File: src/rtl/mac_array_seq_if.sv
// rtl/mac_array_seq_if.sv - weight, activation and result stream bundle for mac_array_seq
`timescale 1ns/1ps
interface mac_array_seq_if #(
  parameter int ACC_W = 16
);
  logic               w_valid;
  logic               w_ready;
  logic [4*ACC_W-1:0] w_data;
  logic               act_valid;
  logic               act_ready;
  logic [ACC_W-1:0]   act_data;
  logic               res_valid;
  logic               res_ready;
  logic [4*ACC_W-1:0] res_data;

  modport slave (
    input  w_valid, w_data, act_valid, act_data, res_ready,
    output w_ready, act_ready, res_valid, res_data
  );

  modport master (
    output w_valid, w_data, act_valid, act_data, res_ready,
    input  w_ready, act_ready, res_valid, res_data
  );
endinterface

File: src/rtl/mac_array_seq.sv
// rtl/mac_array_seq.sv - job sequencer for the 2x2 weight-stationary MAC array
// Define MAC_ARRAY_SEQ_PERF_EN to build the activation-stall counter behind perf_stall.
`timescale 1ns/1ps
module mac_array_seq #(
  parameter int ACC_W     = 16,
  parameter int N_MACS    = 4,
  parameter int KW        = 8,
  parameter int DRAIN_CYC = 3
) (
  input  logic                clk,
  input  logic                rst_n,
  input  logic                start,
  input  logic                abort,
  input  logic [KW-1:0]       cfg_k,
  input  logic [3*N_MACS-1:0] cfg_route,
  output logic                busy,
  output logic                done,
  output logic                err,
  mac_array_seq_if.slave      bus,
  output logic [3*N_MACS-1:0] arr_valid_ctrl,
  output logic [N_MACS-1:0]   arr_clear,
  output logic [N_MACS-1:0]   arr_valid_weight,
  output logic [ACC_W-1:0]    arr_a_in,
  output logic [4*ACC_W-1:0]  arr_w,
  input  logic [4*ACC_W-1:0]  arr_acc,
  output logic [15:0]         perf_stall
);

  localparam int DW = (DRAIN_CYC > 1) ? $clog2(DRAIN_CYC) : 1;

  typedef enum logic [2:0] {
    S_IDLE,
    S_CLEAR,
    S_LOAD_W,
    S_STREAM,
    S_DRAIN,
    S_OUTPUT
  } state_t;

  state_t              state;
  logic [KW-1:0]       k_q;
  logic [KW-1:0]       beat_cnt;
  logic [3*N_MACS-1:0] route_q;
  logic [DW-1:0]       drain_cnt;

  always_ff @(posedge clk) begin
    if (!rst_n) begin
      state            <= S_IDLE;
      k_q              <= '0;
      beat_cnt         <= '0;
      route_q          <= '0;
      drain_cnt        <= '0;
      busy             <= 1'b0;
      done             <= 1'b0;
      err              <= 1'b0;
      bus.w_ready      <= 1'b0;
      bus.act_ready    <= 1'b0;
      bus.res_valid    <= 1'b0;
      bus.res_data     <= '0;
      arr_valid_ctrl   <= '0;
      arr_clear        <= '0;
      arr_valid_weight <= '0;
      arr_a_in         <= '0;
      arr_w            <= '0;
    end else begin
      done             <= 1'b0;
      err              <= 1'b0;
      arr_clear        <= '0;
      arr_valid_weight <= '0;
      arr_valid_ctrl   <= '0;
      // abort wins over any handshake presented in the same cycle
      if (state != S_IDLE && abort) begin
        state         <= S_IDLE;
        busy          <= 1'b0;
        done          <= 1'b1;
        err           <= 1'b1;
        arr_clear     <= '1;
        bus.w_ready   <= 1'b0;
        bus.act_ready <= 1'b0;
        bus.res_valid <= 1'b0;
      end else begin
        case (state)
          S_IDLE: begin
            if (start) begin
              if (cfg_k != '0) begin
                k_q       <= cfg_k;
                route_q   <= cfg_route;
                beat_cnt  <= '0;
                busy      <= 1'b1;
                arr_clear <= '1;
                state     <= S_CLEAR;
              end else begin
                done <= 1'b1;
                err  <= 1'b1;
              end
            end
          end
          S_CLEAR: begin
            bus.w_ready <= 1'b1;
            state       <= S_LOAD_W;
          end
          S_LOAD_W: begin
            if (bus.w_valid && bus.w_ready) begin
              bus.w_ready      <= 1'b0;
              arr_w            <= bus.w_data;
              arr_valid_weight <= '1;
              bus.act_ready    <= 1'b1;
              state            <= S_STREAM;
            end
          end
          S_STREAM: begin
            if (bus.act_valid && bus.act_ready) begin
              arr_a_in       <= bus.act_data;
              arr_valid_ctrl <= route_q;
              beat_cnt       <= beat_cnt + 1'b1;
              // drop ready on the final beat so no extra beat is taken
              if (beat_cnt + 1'b1 == k_q) begin
                bus.act_ready <= 1'b0;
                drain_cnt     <= '0;
                state         <= S_DRAIN;
              end
            end
          end
          S_DRAIN: begin
            if (drain_cnt == DW'(DRAIN_CYC - 1)) begin
              bus.res_data  <= arr_acc;
              bus.res_valid <= 1'b1;
              state         <= S_OUTPUT;
            end else begin
              drain_cnt <= drain_cnt + 1'b1;
            end
          end
          S_OUTPUT: begin
            if (bus.res_valid && bus.res_ready) begin
              bus.res_valid <= 1'b0;
              busy          <= 1'b0;
              done          <= 1'b1;
              state         <= S_IDLE;
            end
          end
          default: state <= S_IDLE;
        endcase
      end
    end
  end

`ifdef MAC_ARRAY_SEQ_PERF_EN
  always_ff @(posedge clk) begin
    if (!rst_n) begin
      perf_stall <= '0;
    end else if (state == S_IDLE && start && cfg_k != '0) begin
      perf_stall <= '0;
    end else if (state == S_STREAM && !bus.act_valid && perf_stall != 16'hFFFF) begin
      perf_stall <= perf_stall + 16'd1;
    end
  end
`else
  assign perf_stall = '0;
`endif

endmodule
File: src/flat_wrapper.sv
// flat-port wrapper written by rule: the top's interface ports become plain ports
module mac_array_seq_flat 
#(
  parameter int ACC_W     = 16,
  parameter int N_MACS    = 4,
  parameter int KW        = 8,
  parameter int DRAIN_CYC = 3
)
  (clk, rst_n, start, abort, cfg_k, cfg_route, busy, done, err, arr_valid_ctrl, arr_clear, arr_valid_weight, arr_a_in, arr_w, arr_acc, perf_stall, bus_w_valid, bus_w_data, bus_act_valid, bus_act_data, bus_res_ready, bus_w_ready, bus_act_ready, bus_res_valid, bus_res_data);
  mac_array_seq_if #(.ACC_W(ACC_W)) bus_i ();
  input  logic clk;
  input  logic rst_n;
  input  logic start;
  input  logic abort;
  input  logic [KW-1:0] cfg_k;
  input  logic [3*N_MACS-1:0] cfg_route;
  output logic busy;
  output logic done;
  output logic err;
  output logic [3*N_MACS-1:0] arr_valid_ctrl;
  output logic [N_MACS-1:0] arr_clear;
  output logic [N_MACS-1:0] arr_valid_weight;
  output logic [ACC_W-1:0] arr_a_in;
  output logic [4*ACC_W-1:0] arr_w;
  input  logic [4*ACC_W-1:0] arr_acc;
  output logic [15:0] perf_stall;
  input wire logic [$bits(bus_i.w_valid)-1:0] bus_w_valid;
  input wire logic [$bits(bus_i.w_data)-1:0] bus_w_data;
  input wire logic [$bits(bus_i.act_valid)-1:0] bus_act_valid;
  input wire logic [$bits(bus_i.act_data)-1:0] bus_act_data;
  input wire logic [$bits(bus_i.res_ready)-1:0] bus_res_ready;
  output wire logic [$bits(bus_i.w_ready)-1:0] bus_w_ready;
  output wire logic [$bits(bus_i.act_ready)-1:0] bus_act_ready;
  output wire logic [$bits(bus_i.res_valid)-1:0] bus_res_valid;
  output wire logic [$bits(bus_i.res_data)-1:0] bus_res_data;
  assign bus_i.w_valid = bus_w_valid;
  assign bus_i.w_data = bus_w_data;
  assign bus_i.act_valid = bus_act_valid;
  assign bus_i.act_data = bus_act_data;
  assign bus_i.res_ready = bus_res_ready;
  assign bus_w_ready = bus_i.w_ready;
  assign bus_act_ready = bus_i.act_ready;
  assign bus_res_valid = bus_i.res_valid;
  assign bus_res_data = bus_i.res_data;
  mac_array_seq #(.ACC_W(ACC_W), .N_MACS(N_MACS), .KW(KW), .DRAIN_CYC(DRAIN_CYC)) u_core (.clk(clk), .rst_n(rst_n), .start(start), .abort(abort), .cfg_k(cfg_k), .cfg_route(cfg_route), .busy(busy), .done(done), .err(err), .bus(bus_i), .arr_valid_ctrl(arr_valid_ctrl), .arr_clear(arr_clear), .arr_valid_weight(arr_valid_weight), .arr_a_in(arr_a_in), .arr_w(arr_w), .arr_acc(arr_acc), .perf_stall(perf_stall));
endmodule
File: config.mk
export PLATFORM = sky130hd
export DESIGN_NAME = mac_array_seq_flat
export DESIGN_NICKNAME = d
export VERILOG_FILES = /design/src/rtl/mac_array_seq_if.sv /design/src/rtl/mac_array_seq.sv /design/src/flat_wrapper.sv
export SDC_FILE = /design/constraint.sdc
export NUM_CORES = 1
export LEC_CHECK = 0
export CAP_MARGIN = 20
export CORE_MARGIN = 2
export CORE_UTILIZATION = 42
export DETAILED_ROUTE_END_ITERATION = 8
export HOLD_SLACK_MARGIN = 0.12
export PLACE_DENSITY_LB_ADDON = 0.2
export SLEW_MARGIN = 40
export SYNTH_ARGS = -nofsm -noshare
export SYNTH_HDL_FRONTEND = slang
export SYNTH_SLANG_ARGS = --single-unit
File: constraint.sdc
create_clock -name clk -period 2.4 [get_ports clk]
set_clock_uncertainty 0.1 [all_clocks]
set_input_delay 0.72 -clock clk [delete_from_list [all_inputs] [get_ports clk]]
set_output_delay 0.72 -clock clk [all_outputs]
set_load 0.01 [all_outputs]
==> out/qor.txt <==
# nets final -> 1410
Root Buffer -> clkbuf_16
CTS Buffer Depth -> 2
Register area -> 3945 µm²
Post-CTS setup buffers -> 0
Skew-Pair Late Insertion Delay -> 0.43 ns
Max Cap Viol -> 0
Top cell type's share of synthesized area -> 0.5077
GR Util met1 -> 0.2621
Post-DR wirelength/cell -> 15.46 µm
Total track usage -> 0.2302
Post-layout instance area -> 12170 µm²
Largest area contributor in the netlist -> dfxtp_1
CTS buffer count -> 17
WL final -> 22860 µm
Tightest Hold Check Type -> flip-flop to flip-flop
Status -> finished clean
DRT antenna net count -> 0
Share of cells above drive strength 1 -> 0.06640
Leak -> 0.004349 µW
Switching Power -> 1749 µW
Fill cells -> 1489
Hold Crit Depth -> 2
Worst-path fanout max -> 5
# setup viols final -> 0
Comb power frac -> 0.115
Port bufs -> 340
First-pass GRT wire length -> 36310 µm
DRT iter0 DRCs -> 303
CTS tree -> yes
1st-pass router iterations -> 5
Yosys cell types -> 46
Area of the multi-input gates -> 3485 µm²
Part of the power in registers -> 0.481
Internal -> 5332 µW
Most frequent cells in the layout -> clkdlybuf4s50_1 (339), nand2_1 (303), dfxtp_1 (196)
Die H -> 140.0 µm
Pwr Density -> 581.8 nW/µm²
I/O pin count -> 357
Part of the power in the clock network -> 0.404
Vias -> 7181
Reg2reg path depth -> 7
Synth async-reset ratio -> 0
Synth Warn # -> 0
Ys flop type -> dfxtp_1
Initial Utilization -> 0.4309
Clk sinks -> 197
Slew Viols, Final -> 0
Power consumption -> 7080 µW
Slew HR -> 0.6146
Die width -> 140.0 µm
Area Growth Syn to Fin -> 56.67%
Register bit total from synthesis -> 197
Register area share after synthesis -> 0.5077
Maximum VDD drop -> 0.0004825 V
Critical path class -> flip-flop to flip-flop
Reg clk slew, reported paths -> 0.07 ns
Met3 GRT Util -> 0.08239
Commonest non-fill, non-tap cell in the layout -> clkdlybuf4s50_1
F_max -> 0.4452 GHz
Sw Ratio -> 0.2470
Fin. Hold Viols -> 0
DRC errors left -> 0
Syn Area/Cell -> 8.554 µm²
GPL Wtd Cong -> 0.8451
Core Area -> 18020 µm²
Post-synth EDFFs -> 0
Mapped Cells -> 908
Met2 Use GR -> 0.3972
GRT overflow -> 0
Synthesized area -> 7767 µm²
DP Area -> 11550 µm²
Largest net degree at the start of global routing -> 85
DIE AREA -> 19600 µm²
Ant diodes -> 0
Fin crit share -> 0.9359
CP arrival -> 2.47 ns
Worst-Margin Slew -> 0.5774 ns
CP Launch Type -> flip-flop
Row count -> 49
Area contributors post-synth -> dfxtp_1 (51%), a21boi_0 (15%), nand2_1 (15%), clkbuf_1 (2.5%), mux2i_1 (2.4%)
Minimum clock period -> 2.246 ns
CP Capture Type -> flip-flop
Required @ worst endpoint -> 2.62 ns
GRT Max-Usage Layer -> met2
Unrepaired setup endpoints after global routing -> false
Antenna violations before repair -> 0
H-tree depth -> 4
Vias per inst -> 4.855
Vias in the first global route -> 6954
Post-DP HPWL -> 16710 µm
-- cells by family after synthesis --
kind of cell | share of synthesized area
DFF | 0.5077
buffers and inverters | 0.05557
AOI/OAI and AO/OA | 0.1796
other | 0.0004828
muxes | 0.02448
adders and majority gates | 0.003221
xor gates and xnor gates | 0.007893
and+or+nand+nor | 0.2210
-- worst max-delay path: stages, from the launching register on --
cell      delay [ns]
dfxtp_1         0.38
buf_4           0.17
and4_4          0.23
nand4_2         0.12
or3_1           0.32
o211a_2         0.16
or4_1           0.51
o2111a_1        0.15
-- Yosys cell counts (2+ instances only) --
master and n:
a21boi_0 152, a21o_1 3, a21oi_1 15, a31oi_1 3, and2_1 5, and3_1 13
buf_1 5, buf_2 3, buf_4 23, clkbuf_1 51, dfxtp_1 197, ha_1 2
inv_1 6, mux2i_1 19, nand2_1 304, nand2b_1 5, nand3_1 9, nand4_1 6
nor2_1 16, nor2b_1 23, nor3_1 5, nor3_2 2, nor3b_1 2, nor4_1 2
o21ai_0 8, or3_1 3, or4_1 2, xnor2_1 4, xor2_1 3
-- power groups by stage --
stage          clock [µW]  combinational, µW  sequential, µW
2_1_floorplan           0                379            3470
3_3_place_gp            0                803            3480
3_5_place_dp            0                809            3480
4_1_cts              2930                815            3410
5_1_grt              3050                880            3420
6_report             2860                814            3410
-- routing by layer --
metal / wire length (µm) / up-vias / share of wire
met5: 0 / - / 0
met4: 575 / 0 / 0.025
met3: 1922 / 34 / 0.084
met2: 11070 / 272 / 0.48
met1: 9293 / 3265 / 0.41
li1: - / 3610 / -
-- state kept, by name, indices dropped and copies added (netlist names), 3 cells and up --
name / cells
u_core.arr_a_in: 16
u_core.arr_valid_ctrl: 12
u_core.arr_w: 64
u_core.beat_cnt: 8
u_core.bus.res_data: 64
u_core.k_q: 8
u_core.route_q: 12
u_core.state: 3
-- layout make-up --
class,instances,area share
clock buffer,17,0.03496
timing repair buffer,378,0.3152
sequential,197,0.3242
multi-input combinational,637,0.2863
inverter,6,0.001851
clock inverter,15,0.01388
tap,229,0.02355
-- per-stage QoR --
step                      cells  worst slack [ns]  hold slack (ns)  utilization  setup TNS, ns
after detailed placement   1447           -0.3708           0.3549       0.6411         -15.66
after floorplan             923            0.2051           0.3523            -              0
after global placement     1447           -0.3391           0.3475       0.6411         -11.56
after global routing       1479           0.01598           0.3827       0.6751              0
after CTS                  1479           0.06866           0.3647       0.6740              0
final                      1479            0.1537           0.3585       0.6751              0
-- path summary, 6_finish.rpt --
path                                                        endpoint  slack, ns                            startpoint
worst max-delay path                u_core.drain_cnt[1]$_SDFFE_PN0P_       0.15       u_core.beat_cnt[0]$_SDFFE_PN0P_
worst min-delay path            u_core.bus.res_data[48]$_SDFFE_PN0P_       0.36  u_core.bus.res_data[48]$_SDFFE_PN0P_
worst max register to register      u_core.drain_cnt[1]$_SDFFE_PN0P_       0.15       u_core.beat_cnt[0]$_SDFFE_PN0P_
worst min register to register  u_core.bus.res_data[48]$_SDFFE_PN0P_       0.36  u_core.bus.res_data[48]$_SDFFE_PN0P_
-- timing repair --
action | 4_1_cts | 5_1_grt
hold buffers | 0 | 0
endpoints found under the hold margin | 0 | 0
setup endpoints to repair | 0 | 7
resized for setup | 0 | 5
No activity file was read; power rests on OpenSTA's default activity.
